<file path="config.mk">
export PLATFORM = sky130hd
export DESIGN_NAME = mem_arb
export DESIGN_NICKNAME = d
export VERILOG_FILES = /design/src/rtl/mem_arb_pkg.sv /design/src/rtl/mem_arb_pick.sv /design/src/rtl/mem_arb.sv
export SDC_FILE = /design/constraint.sdc
export NUM_CORES = 1
export LEC_CHECK = 0
export CORE_AREA = 2 2 211 213
export DETAILED_ROUTE_END_ITERATION = 6
export DIE_AREA = 0 0 213 215
export MAX_ROUTING_LAYER = met4
export PLACE_DENSITY_LB_ADDON = 0.1
export SYNTH_ARGS = -nofsm -noshare
export SYNTH_HDL_FRONTEND = slang
export SYNTH_SLANG_ARGS = --single-unit
</file>
<file path="constraint.sdc">
create_clock -name clk -period 1.65 [get_ports clk]
set_input_delay 0.33 -clock clk [delete_from_list [all_inputs] [get_ports clk]]
set_output_delay 0.33 -clock clk [all_outputs]
set_load 0.05 [all_outputs]
</file>
<file path="src/rtl/mem_arb_pkg.sv">
// rtl/mem_arb_pkg.sv - shared types, encodings and helpers for the memory bus arbiter.
package mem_arb_pkg;

    typedef enum logic [1:0] {
        MEM_ARB_IDLE = 2'b00,
        MEM_ARB_REQ  = 2'b01,
        MEM_ARB_WAIT = 2'b10
    } arb_state_t;

    localparam logic MEM_OWN_IM = 1'b0;
    localparam logic MEM_OWN_DM = 1'b1;

    localparam int STREAK_W = 4;

    typedef struct packed {
        logic [63:0] addr;
        logic        wen;
        logic [63:0] wdata;
        logic [7:0]  wmask;
    } bus_req_t;

    // Only a DM win over a waiting fetch extends the streak; it saturates at all-ones.
    function automatic logic [STREAK_W-1:0] streak_next(input logic [STREAK_W-1:0] cur,
                                                        input logic im_waiting);
        logic [STREAK_W-1:0] nxt;
        nxt = '0;
        if (im_waiting) begin
            nxt = (cur == {STREAK_W{1'b1}}) ? cur : cur + 1'b1;
        end
        return nxt;
    endfunction

endpackage

</file>
<file path="src/rtl/mem_arb_pick.sv">
// rtl/mem_arb_pick.sv - DM-priority grant select with fetch anti-starvation streak counter.
module mem_arb_pick
    import mem_arb_pkg::*;
#(
    parameter int MAX_DM_STREAK = 4
) (
    input  logic clk,
    input  logic rst,
    input  logic im_valid,
    input  logic dm_valid,
    input  logic accept,
    output logic grant_im,
    output logic grant_dm
);

    localparam logic [STREAK_W-1:0] STREAK_LIMIT = STREAK_W'(MAX_DM_STREAK);

    logic [STREAK_W-1:0] streak;
    logic                im_forced;

    assign im_forced = (streak == STREAK_LIMIT);

    always_comb begin
        grant_im = 1'b0;
        grant_dm = 1'b0;
        if (im_valid && (!dm_valid || im_forced)) begin
            grant_im = 1'b1;
        end else if (dm_valid) begin
            grant_dm = 1'b1;
        end
    end

    // Grants only become handshakes while the arbiter is idle, so count only then.
    always_ff @(posedge clk or negedge rst) begin
        if (!rst) begin
            streak <= '0;
        end else if (accept) begin
            if (grant_im) begin
                streak <= '0;
            end else if (grant_dm) begin
                streak <= streak_next(streak, im_valid);
            end
        end
    end

endmodule

</file>
<file path="src/rtl/mem_arb.sv">
// rtl/mem_arb.sv - non-pipelined fetch/data arbiter onto one memory bus.
// Optional performance counters are built when MEM_ARB_PERF_EN is defined.
module mem_arb
    import mem_arb_pkg::*;
#(
    parameter int MAX_DM_STREAK = 4
) (
    input  logic        clk,
    input  logic        rst,
    input  logic [63:0] im_req_addr,
    input  logic        im_req_valid,
    output logic        im_req_ready,
    input  logic        im_flush,
    output logic [63:0] im_resp_rdata,
    output logic        im_resp_valid,
    input  logic [63:0] dm_req_addr,
    input  logic        dm_req_wen,
    input  logic [63:0] dm_req_wdata,
    input  logic [7:0]  dm_req_wmask,
    input  logic        dm_req_valid,
    output logic        dm_req_ready,
    output logic [63:0] dm_resp_rdata,
    output logic        dm_resp_valid,
    output logic [63:0] bus_req_addr,
    output logic        bus_req_wen,
    output logic [63:0] bus_req_wdata,
    output logic [7:0]  bus_req_wmask,
    output logic        bus_req_valid,
    input  logic        bus_req_ready,
    input  logic [63:0] bus_resp_rdata,
`ifdef MEM_ARB_PERF_EN
    input  logic        bus_resp_valid,
    output logic [31:0] perf_im_grants,
    output logic [31:0] perf_dm_grants,
    output logic [31:0] perf_im_wait_cycles,
    output logic [31:0] perf_drops
`else
    input  logic        bus_resp_valid
`endif
);

    arb_state_t state;
    arb_state_t state_next;
    bus_req_t   bus_req;
    logic       owner;
    logic       drop;
    logic       idle;
    logic       grant_im;
    logic       grant_dm;
    logic       resp_fire;
    logic       im_resp_hit;
    logic       im_resp_drop;
    logic       busy_im;

    assign idle = (state == MEM_ARB_IDLE);

    mem_arb_pick #(
        .MAX_DM_STREAK(MAX_DM_STREAK)
    ) u_pick (
        .clk     (clk),
        .rst     (rst),
        .im_valid(im_req_valid),
        .dm_valid(dm_req_valid),
        .accept  (idle),
        .grant_im(grant_im),
        .grant_dm(grant_dm)
    );

    // Readies are held low while reset is asserted, even though state already reads IDLE.
    assign im_req_ready = rst && idle && grant_im;
    assign dm_req_ready = rst && idle && grant_dm;

    // Responses outside WAIT are protocol violations and never reach either port.
    assign resp_fire    = (state == MEM_ARB_WAIT) && bus_resp_valid;
    assign im_resp_hit  = resp_fire && (owner == MEM_OWN_IM);
    assign im_resp_drop = im_resp_hit && (drop || im_flush);

    assign im_resp_valid = im_resp_hit && !im_resp_drop;
    assign dm_resp_valid = resp_fire && (owner == MEM_OWN_DM);
    assign im_resp_rdata = bus_resp_rdata;
    assign dm_resp_rdata = bus_resp_rdata;

    assign bus_req_addr  = bus_req.addr;
    assign bus_req_wen   = bus_req.wen;
    assign bus_req_wdata = bus_req.wdata;
    assign bus_req_wmask = bus_req.wmask;

    assign busy_im = !idle && (owner == MEM_OWN_IM);

    always_ff @(posedge clk or negedge rst) begin
        if (!rst) begin
            state <= MEM_ARB_IDLE;
        end else begin
            state <= state_next;
        end
    end

    always_comb begin
        state_next = state;
        case (state)
            MEM_ARB_IDLE: begin
                if (im_req_ready || dm_req_ready) begin
                    state_next = MEM_ARB_REQ;
                end
            end
            MEM_ARB_REQ: begin
                if (bus_req_ready) begin
                    state_next = MEM_ARB_WAIT;
                end
            end
            MEM_ARB_WAIT: begin
                if (bus_resp_valid) begin
                    state_next = MEM_ARB_IDLE;
                end
            end
            default: state_next = MEM_ARB_IDLE;
        endcase
    end

    always_ff @(posedge clk or negedge rst) begin
        if (!rst) begin
            bus_req       <= '0;
            bus_req_valid <= 1'b0;
            owner         <= MEM_OWN_IM;
        end else if (dm_req_ready) begin
            bus_req       <= '{addr: dm_req_addr, wen: dm_req_wen,
                               wdata: dm_req_wdata, wmask: dm_req_wmask};
            bus_req_valid <= 1'b1;
            owner         <= MEM_OWN_DM;
        end else if (im_req_ready) begin
            bus_req       <= '{addr: im_req_addr, wen: 1'b0, wdata: 64'd0, wmask: 8'h00};
            bus_req_valid <= 1'b1;
            owner         <= MEM_OWN_IM;
        end else if ((state == MEM_ARB_REQ) && bus_req_ready) begin
            bus_req_valid <= 1'b0;
        end
    end

    // A flushed fetch still completes on the bus; its response is just swallowed.
    always_ff @(posedge clk or negedge rst) begin
        if (!rst) begin
            drop <= 1'b0;
        end else if (resp_fire) begin
            drop <= 1'b0;
        end else if (busy_im && im_flush) begin
            drop <= 1'b1;
        end
    end

`ifdef MEM_ARB_PERF_EN
    always_ff @(posedge clk or negedge rst) begin
        if (!rst) begin
            perf_im_grants      <= '0;
            perf_dm_grants      <= '0;
            perf_im_wait_cycles <= '0;
            perf_drops          <= '0;
        end else begin
            if (im_req_ready) begin
                perf_im_grants <= perf_im_grants + 32'd1;
            end
            if (dm_req_ready) begin
                perf_dm_grants <= perf_dm_grants + 32'd1;
            end
            if (im_req_valid && !im_req_ready) begin
                perf_im_wait_cycles <= perf_im_wait_cycles + 32'd1;
            end
            if (im_resp_drop) begin
                perf_drops <= perf_drops + 32'd1;
            end
        end
    end
`endif

endmodule

</file>
==> metrics.md <==
| Metric | Value |
|---|---|
| Register area | `0.00365 mm^2` |
| Final hold slack | `-0.0607 ns` |
| GR Util met2 | `0.179` |
| CP Class | `reg2out` |
| IO Count | `542` |
| Skew final | `0.00878 ns` |
| Rows | `77` |
| Asr flop ratio synth | `1.00` |
| Sequential area share after synthesis | `0.522` |
| Total CTS buffers | `17` |
| Vias in the first global route | `5,824` |
| Period utilization | `1.26` |
| CP Max Fanout | `2` |
| Layout area overhead | `61.6%` |
| Met1 usage | `0.124` |
| Clk_lat worst skew | `0.45 ns` |
| Fillers | `4,633` |
| Met3 usage | `0.0421` |
| Final WS setup | `-0.422 ns` |
| Instance count of the mapped netlist | `622` |
| Leakage | `5.05 nW` |
| Nets | `1,167` |
| RSZ-0062 raised after global routing | `true` |
| Antenna violations before repair | `1` |
| Detail Placement HPWL | `17,700 um` |
| First-pass GRT wire length | `36,700 um` |
| Status | `complete, but fails checks` |
| Clk root buf | `clkbuf_16` |
| Final min period | `2.07 ns` |
| Detailed Route Iter0 Violations | `232` |
| Non-filler cells, final | `1,498` |
| Drt first pass iters | `6` |
| Area occupied by multi-input gates | `0.00222 mm^2` |
| Critical Path Start Type | `register` |
| Mapped Nets | `896` |
| Vias per cell | `3.66` |
| Largest net degree at the start of global routing | `55` |
| Layout cell share with drive strength beyond 1 | `0.287` |
| Count of flip-flops with a built-in enable after synthesis | `0` |
| # DRC | `0` |
| Most used routing layer | `met2` |
| Max Clock Freq | `0.483 GHz` |
| Pins Over Slew Limit | `0` |
| Critical Path Sink Type | `primary output` |
| Cell area after layout | `0.0113 mm^2` |
| Detail Route Antenna Nets | `0` |
| Synthesized cell area | `0.00700 mm^2` |
| Max_slew headroom | `0.486` |
| Failing checks | `negative hold slack, negative setup slack` |
| Dpl cell area | `0.0104 mm^2` |
| GR Overflow Total | `0` |
| DIE AREA | `0.0458 mm^2` |
| Most frequent cells in the layout | `206 x clkdlybuf4s50_1, 184 x buf_4, 146 x dfrtp_1, 74 x a22o_1, 69 x nand2_1` |
| Synth unique cells | `32` |
| Hold Crit Class | `in2async` |
| Final setup fails | `142` |
| Max-cap violations | `0` |
| Core Region | `0.0436 mm^2` |
| Register bit total from synthesis | `146` |
| H-tree levels | `4` |
| CTS tree | `done` |
| Initial Utilization | `0.160` |
| Clock sinks | `146` |
| Critical Path AT | `1.74 ns` |
| GPL Wtd Cong | `0.678` |
| Worst IR Drop VDD | `0.681 mV` |
| Clock Tree Buf Depth | `2` |
| WP data required | `1.32 ns` |
| Most common cell after layout, fill and taps aside | `clkdlybuf4s50_1` |
| Yosys warnings | `0` |
| IO buf count | `349` |
| Inst Count DP | `1,454` |
| Least-Margin Pin Slew | `0.771 ns` |
| Die width | `213 um` |
| Die Y-Extent | `215 um` |
| Avg Inst Size Synth | `11.2 um^2` |
| Pwr Density | `2100 mW/mm^2` |
| Wire per inst | `16.5 um` |
| Fin. Hold Viols | `39` |
| Clock-pin slew on the worst setup and hold paths | `0.06 ns` |
| Total Wirelength | `24,700 um` |
| Via Count | `5,476` |
| Tot GR Track Use | `0.112` |
| Most used DFF post-synth | `dfrtp_1` |
-- layout make-up --
| class | instances | area share |
|---|---|---|
| repair buffers | 418 | 0.357 |
| clock buffers | 21 | 0.0407 |
| clock inverters | 10 | 0.0160 |
| diodes | 1 | 0.000221 |
| multi-input cells | 306 | 0.196 |
| inverters | 4 | 0.00133 |
| well taps | 592 | 0.0655 |
| flip-flops and latches | 146 | 0.323 |
-- sequential cells by signal, indices dropped and copies added (netlist names) --
signal         cells
state              2
bus_req_wdata     64
drop               1
u_pick.streak      4
bus_req_addr      64
bus_req_wen        1
bus_req_wmask      8
owner              1
bus_req_valid      1
-- path summary, 6_finish.rpt --
kind                       cells past startpoint  slack, ns                to              from
max in group asynchronous                      3       0.50  bus_req_addr[57]               rst
min reg2reg                                    2       0.48  bus_req_addr[33]  bus_req_addr[33]
min                                            2      -0.06     bus_req_valid               rst
max reg2reg                                    9      -0.38  bus_req_addr[57]  u_pick.streak[0]
min in group clk                               2       0.48  bus_req_addr[33]  bus_req_addr[33]
max                                            6      -0.42      dm_req_ready  u_pick.streak[0]
-- critical path: stages, from the launching register on --
cell and delay (ns):
dfrtp_1 0.38, inv_1 0.07, ha_1 0.14, nand3b_1 0.15
o211a_4 0.28, buf_12 0.13, buf_12 0.14
-- synth_stat cells (2+ instances only) --
| library cell | instances | area, um^2 |
|---|---|---|
| nor2_1 | 4 | 15.0 |
| buf_12 | 3 | 60.1 |
| nor2b_1 | 2 | 12.5 |
| buf_4 | 131 | 983 |
| nand2_1 | 70 | 263 |
| nand3b_1 | 2 | 15.0 |
| buf_6 | 3 | 33.8 |
| inv_1 | 4 | 15.0 |
| mux2i_1 | 64 | 641 |
| dfrtp_1 | 146 | 3650 |
| buf_8 | 2 | 30.0 |
| and3_1 | 3 | 18.8 |
| clkbuf_1 | 14 | 52.6 |
| buf_2 | 13 | 65.1 |
| o21ai_1 | 36 | 180 |
| ha_1 | 2 | 25.0 |
| a21oi_1 | 5 | 25.0 |
| a22o_1 | 74 | 648 |
| o21ai_0 | 30 | 150 |
| nand2b_1 | 2 | 12.5 |
-- report_power, final --
group / internal (mW) / switching, mW
sequential: 5.27 / 1.02
combinational: 4.57 / 8.49
clock: 2.75 / 1.67
total: 12.6 / 11.2
-- cells by family after synthesis --
| family | Yosys count | synth area share |
|---|---|---|
| AOI/OAI and AO/OA | 151 | 0.151 |
| buffers and inverters | 170 | 0.177 |
| muxes | 65 | 0.0932 |
| adders and majority gates | 2 | 0.00358 |
| DFF | 146 | 0.522 |
| and+or+nand+nor | 88 | 0.0533 |
-- routing by layer --
layer,part of all wire,up-vias
met1,0.41,2582
li1,-,2587
met4,0.022,0
met2,0.48,269
met5,0,-
met3,0.087,38
-- through the flow --
| stage | util | worst slack (ns) | TNS [ns] | total power, mW |
|---|---|---|---|---|
| finish | 0.259 | -0.422 | -36.17 | 23.8 |
| CTS | 0.258 | -0.515 | -44.10 | 24.2 |
| detailed placement | 0.237 | -0.254 | -39.60 | 19.3 |
| global route | 0.259 | -0.515 | -49.20 | 25.0 |
| global placement | 0.237 | -0.269 | -43.08 | 19.3 |
| floorplan | - | -0.162 | -0.176 | 15.2 |
-- timing repair --
item	4_1_cts	5_1_grt
setup buffers	7	1
pin swaps	2	2
hold endpoints to repair	39	38
setup endpoints to repair	130	145
cloned	4	0
resized for setup	25	4
Power figures use the tool's default switching activity.
